**src/rtl/imem_load_ctrl.sv**
```systemverilog
// Program-load controller: shares the instruction RAM port between CPU fetch and a byte-serial
// loader, packs bytes little-endian into words, then flushes the pipeline.
module imem_load_ctrl #(
    parameter int unsigned ADDR_W = 12
) (
    input  logic              clk,
    input  logic              rst_n,
    input  logic              ld_start,
    input  logic              ld_valid,
    input  logic [7:0]        ld_byte,
    input  logic              ld_last,
    output logic              ld_ready,
    input  logic [31:0]       cpu_addr,
    output logic [ADDR_W-1:0] ram_addr,
    output logic              ram_we,
    output logic [31:0]       ram_wdata,
    output logic              cpu_stall,
    output logic              cpu_flush,
    output logic              ld_busy,
    output logic              ld_done,
    output logic              ld_err,
    output logic [ADDR_W:0]   word_count
);

    typedef enum logic [2:0] {StIdle, StDrain, StLoad, StCommit, StFlush} state_e;

    state_e            r_state;
    logic [ADDR_W-1:0] r_ptr;
    logic [ADDR_W:0]   r_word_count;
    logic [1:0]        r_byte_idx;
    logic [31:0]       r_wbuf;
    logic              r_we;
    logic [31:0]       r_wdata;
    logic              r_err;

    logic              w_accept;
    logic              w_full;
    logic [31:0]       w_word;
    logic              w_unused;

    assign w_accept = (r_state == StLoad) && ld_valid;
    // Count is bumped when a write is scheduled, so the MSB marks "RAM full" without lag.
    assign w_full   = r_word_count[ADDR_W];
    assign w_unused = ^{cpu_addr[31:ADDR_W+2], cpu_addr[1:0]};

    // Upper lanes of r_wbuf are always zero, so a partial word comes out zero-padded.
    always_comb begin
        w_word = r_wbuf;
        w_word[8*r_byte_idx +: 8] = ld_byte;
    end

    always_ff @(posedge clk or negedge rst_n) begin
        if (!rst_n) begin
            r_state      <= StIdle;
            r_ptr        <= '0;
            r_word_count <= '0;
            r_byte_idx   <= '0;
            r_wbuf       <= '0;
            r_we         <= 1'b0;
            r_wdata      <= '0;
            r_err        <= 1'b0;
        end else begin
            r_we <= 1'b0;
            // Advance after each write; the final slot's write leaves the pointer frozen.
            if (r_we && !w_full) begin
                r_ptr <= r_ptr + 1'b1;
            end
            unique case (r_state)
                StIdle: begin
                    if (ld_start) begin
                        r_state      <= StDrain;
                        r_ptr        <= '0;
                        r_word_count <= '0;
                        r_byte_idx   <= '0;
                        r_wbuf       <= '0;
                        r_err        <= 1'b0;
                    end
                end
                StDrain: r_state <= StLoad;
                StLoad: begin
                    if (w_accept) begin
                        r_byte_idx <= r_byte_idx + 1'b1;
                        if (w_full) begin
                            r_err <= 1'b1;
                        end else if (r_byte_idx == 2'd3 || ld_last) begin
                            r_we         <= 1'b1;
                            r_wdata      <= w_word;
                            r_word_count <= r_word_count + 1'b1;
                            r_wbuf       <= '0;
                        end else begin
                            r_wbuf <= w_word;
                        end
                        if (ld_last) begin
                            r_state    <= StCommit;
                            r_byte_idx <= '0;
                        end
                    end
                end
                StCommit: r_state <= StFlush;
                StFlush:  r_state <= StIdle;
                default:  r_state <= StIdle;
            endcase
        end
    end

    assign ld_busy    = (r_state != StIdle);
    assign cpu_stall  = ld_busy;
    assign ld_ready   = (r_state == StLoad);
    assign cpu_flush  = (r_state == StFlush);
    assign ld_done    = (r_state == StFlush);
    assign ram_addr   = ld_busy ? r_ptr : cpu_addr[ADDR_W+1:2];
    assign ram_we     = r_we;
    assign ram_wdata  = r_wdata;
    assign ld_err     = r_err;
    assign word_count = r_word_count;

endmodule

```
**config.mk**
```make
export PLATFORM = sky130hd
export DESIGN_NAME = imem_load_ctrl
export DESIGN_NICKNAME = d
export VERILOG_FILES = /design/src/rtl/imem_load_ctrl.sv
export SDC_FILE = /design/constraint.sdc
export NUM_CORES = 1
export LEC_CHECK = 0
export CORE_UTILIZATION = 43
export CTS_CLUSTER_DIAMETER = 200
export CTS_CLUSTER_SIZE = 8
export DETAILED_ROUTE_END_ITERATION = 8
export PLACE_DENSITY = 0.71
export SYNTH_ARGS = -nofsm -noshare
export SYNTH_HDL_FRONTEND = slang
export SYNTH_SLANG_ARGS = --single-unit
```
**constraint.sdc**
```tcl
create_clock -name clk -period 3.3 [get_ports clk]
set_input_delay 0.495 -clock clk [delete_from_list [all_inputs] [get_ports clk]]
set_output_delay 0.495 -clock clk [all_outputs]
set_load 0.05 [all_outputs]
```
==> results.tsv <==
stage	metric	value	unit
finish	synthesis-to-layout area growth	24.55	%
min_path	Worst Hold Class	primary input to async pin	
clock_tree	CTS sink cnt	96	
finish	commonest cells after routing, fill and taps aside	dfrtp_1, clkdlybuf4s50_1, nand2_1	
timing	Setup Total Neg Slack	0	ps
die	Core Rows	37	
setup_path	crit end category	output port	
timing	Final setup viols	0	
timing	final max-slew violation count	0	
die	Initial Util	0.4458	
detailed_routing	Final ANT Viol Nets	0	
finish	Multi-input gate area	2069	µm²
pwr	PwrDens	666.6	nW/µm²
timing	Worst Tran Pin Value	766.2	ps
global_route	first-pass GRT wire length	17660	µm
detailed_routing	vias post-DR	3681	
place	GP Congestion	0.8101	
finish	share of layout cells above drive strength 1	0.08905	
global_route	grt total ovfl	0	
pwr	Lkg Pwr	2.513	nW
timing	fin crit period	2905	ps
setup_path	crit path DAT	2410	ps
detailed_routing	drt total wl	10720	µm
detailed_routing	drt wl/cell	15.88	µm
setup_path	RR Endpoint	r_wbuf[23]	
detailed_routing	via/cell ratio	5.453	
clock_tree	post_cts resized	0	
finish	final net count	587	
synth	syn_area_per_cell	10.05	µm²
finish	commonest non-fill, non-tap cell in the layout	dfrtp_1	
synth	largest cells by area after synthesis	dfrtp_1, a22o_1, nor2b_1, a21oi_1, o21ai_0	
setup_path	critical path data required time	2800	ps
finish	Fillers	901	
clock_tree	later-pin clock latency in the skew report	370	ps
synth	Synth Flop Type	dfrtp_1	
die	I/O Pins	109	
synth	Synth async-reset ratio	1.000	
timing	final hold viol count	0	
timing	Clock Skew	15.52	ps
synth	Synth cell types	50	
die	die area	11220	µm²
synth	Synth Cell Area	4643	µm²
synth	Synth Instances	462	
synth	yosys warns	0	
setup_path	Setup CP Type	register to output port	
setup_path	CP startpoint kind	register	
global_route	vias in the first global route	3454	
clock_tree	Hold Buf Count CTS	0	
setup_path	source of the worst register-to-register timing path	r_byte_idx[0]	
pwr	total power	3.855	mW
global_route	largest net degree at the start of global routing	63	
flow_run	Max-cap violations	0	
synth	number of synthesized register bits	96	
run_status	status	finished, final reports clean	
setup_path	peak fanout along the critical path	13	
global_route	Tot GR Track Use	0.2018	
synth	area leader, netlist	dfrtp_1	
detailed_routing	DRC Markers	0	
finish	n_diodes	0	
detailed_routing	DRT Pass-1 Iters	4	
synth	sequential-to-total area share from yosys stat	0.5174	
die	core area	10420	µm²
timing	Slew HR	0.4892	
timing	fmax	0.3443	GHz
detailed_routing	initial drt markers	146	
synth	count of flip-flops with a built-in enable after synthesis	0	
finish	sequential cell area	2402	µm²
timing	final worst path period share	0.8802	
setup_path	R2R setup slack	860	ps
timing	RSZ-0062 raised after global routing	false	
clock_tree	H-tree depth	3	
clock_tree	CTS clock-pin slew for the worst setup and hold paths	100	ps
clock_tree	cts bufs inserted	9	
clock_tree	Clock Path Buffers	2	
clock_tree	TritonCTS clock tree	yes	
clock_tree	postcts setup bufs	0	
synth	syn_nets	515	
die	Die W	105.9	µm
pwr	Max VDD drop	404.0	µV
place	IO Port Bufs	88	
setup_path	Worst Setup EP	ld_ready	
setup_path	CP startpoint	r_state[1]	
die	Die Y-Extent	105.9	µm
place	dpl hpwl	7554	µm
clock_tree	clock root buffer	clkbuf_8	
setup_path	path depth of the worst reg2reg path	6	
global_route	antenna violations before repair	0	
synth	Synth top area share	0.5174	
power by group:
group / switching [mW] / internal (mW)
sequential: 0.122 / 1.28
clock: 0.427 / 0.307
combinational: 1.15 / 0.573
total: 1.70 / 2.16
logic make-up (layout without fill, tap and decap cells):
group / Yosys count / count (layout) / share of synthesized area
mux: 16 / 16 / 0.03773
flops: 96 / 96 / 0.5174
simple gates: 159 / 159 / 0.1849
xor+xnor: 13 / 13 / 0.02452
compound gates: 129 / 129 / 0.1760
buf+inv: 41 / 118 / 0.03800
fa+ha+maj: 8 / 8 / 0.02156
per-stage QoR:
stage | cell area [µm²] | setup WS (ps) | instances | hold WS (ps) | util
CTS | 5783 | 389.5 | 675 | 212.1 | 0.5552
finish | 5783 | 395.2 | 675 | 191.3 | 0.5552
detailed placement | 5595 | 671.1 | 659 | 471.9 | 0.5372
floorplan | 4643 | 658.1 | 462 | 199.4 | -
global route | 5783 | 297.6 | 675 | 251.2 | 0.5552
global placement | 5595 | 704.7 | 659 | 462.3 | 0.5372
how the worst min path moves through the flow:
stage | to | depth (start not counted) | slack, ps | start
floorplan | ld_err | 0 | 200 | rst_n
global placement | ram_wdata[29] | 2 | 460 | ram_wdata[29]
detailed placement | ram_wdata[28] | 2 | 470 | ram_wdata[28]
CTS | ram_wdata[19] | 1 | 210 | rst_n
global route | ram_wdata[27] | 1 | 250 | rst_n
finish | ram_wdata[20] | 1 | 190 | rst_n
state kept, by name (all words and copies together), names as in the netlist:
signal and flops:
r_byte_idx 2, word_count 13, r_ptr 12, r_wbuf 32, ram_we 1, r_state 3
ld_err 1, ram_wdata 32
metal layers:
layer	part of all wire	wire length, µm	global-route usage	vias to the layer above
li1	-	-	-	1769
met1	0.47	5008	0.2846	1803
met2	0.48	5141	0.3133	91
met3	0.031	329	0.02698	18
met4	0.023	243	0.08631	0
met5	0	0	0	-
critical path: stages (launching register included):
cell and delay, ps:
dfrtp_1 620, nor3b_2 500, clkdlybuf4s50_1 940
cells in the mapped netlist (4+ instances only):
cell type and count:
mux2i_1 4, and3_1 4, o21ai_0 39, clkbuf_1 17
inv_1 8, or2_2 4, buf_1 8, nand3_1 11
dfrtp_1 96, nor2_1 25, xor2_1 6, mux2_2 12
a21oi_1 39, xnor2_1 7, nand2_1 46, ha_1 8
o21ai_1 4, buf_4 5, a22o_1 31, nor2b_1 34
nand4_1 6
layout make-up:
type	count	share of cell area
clock buffer	10	0.02380
clock inverter	6	0.008654
multi-input combinational	325	0.3579
sequential	96	0.4154
tap	136	0.02942
inverter	8	0.005193
timing repair buffer	94	0.1597
(Power assumes the default switching activity.)
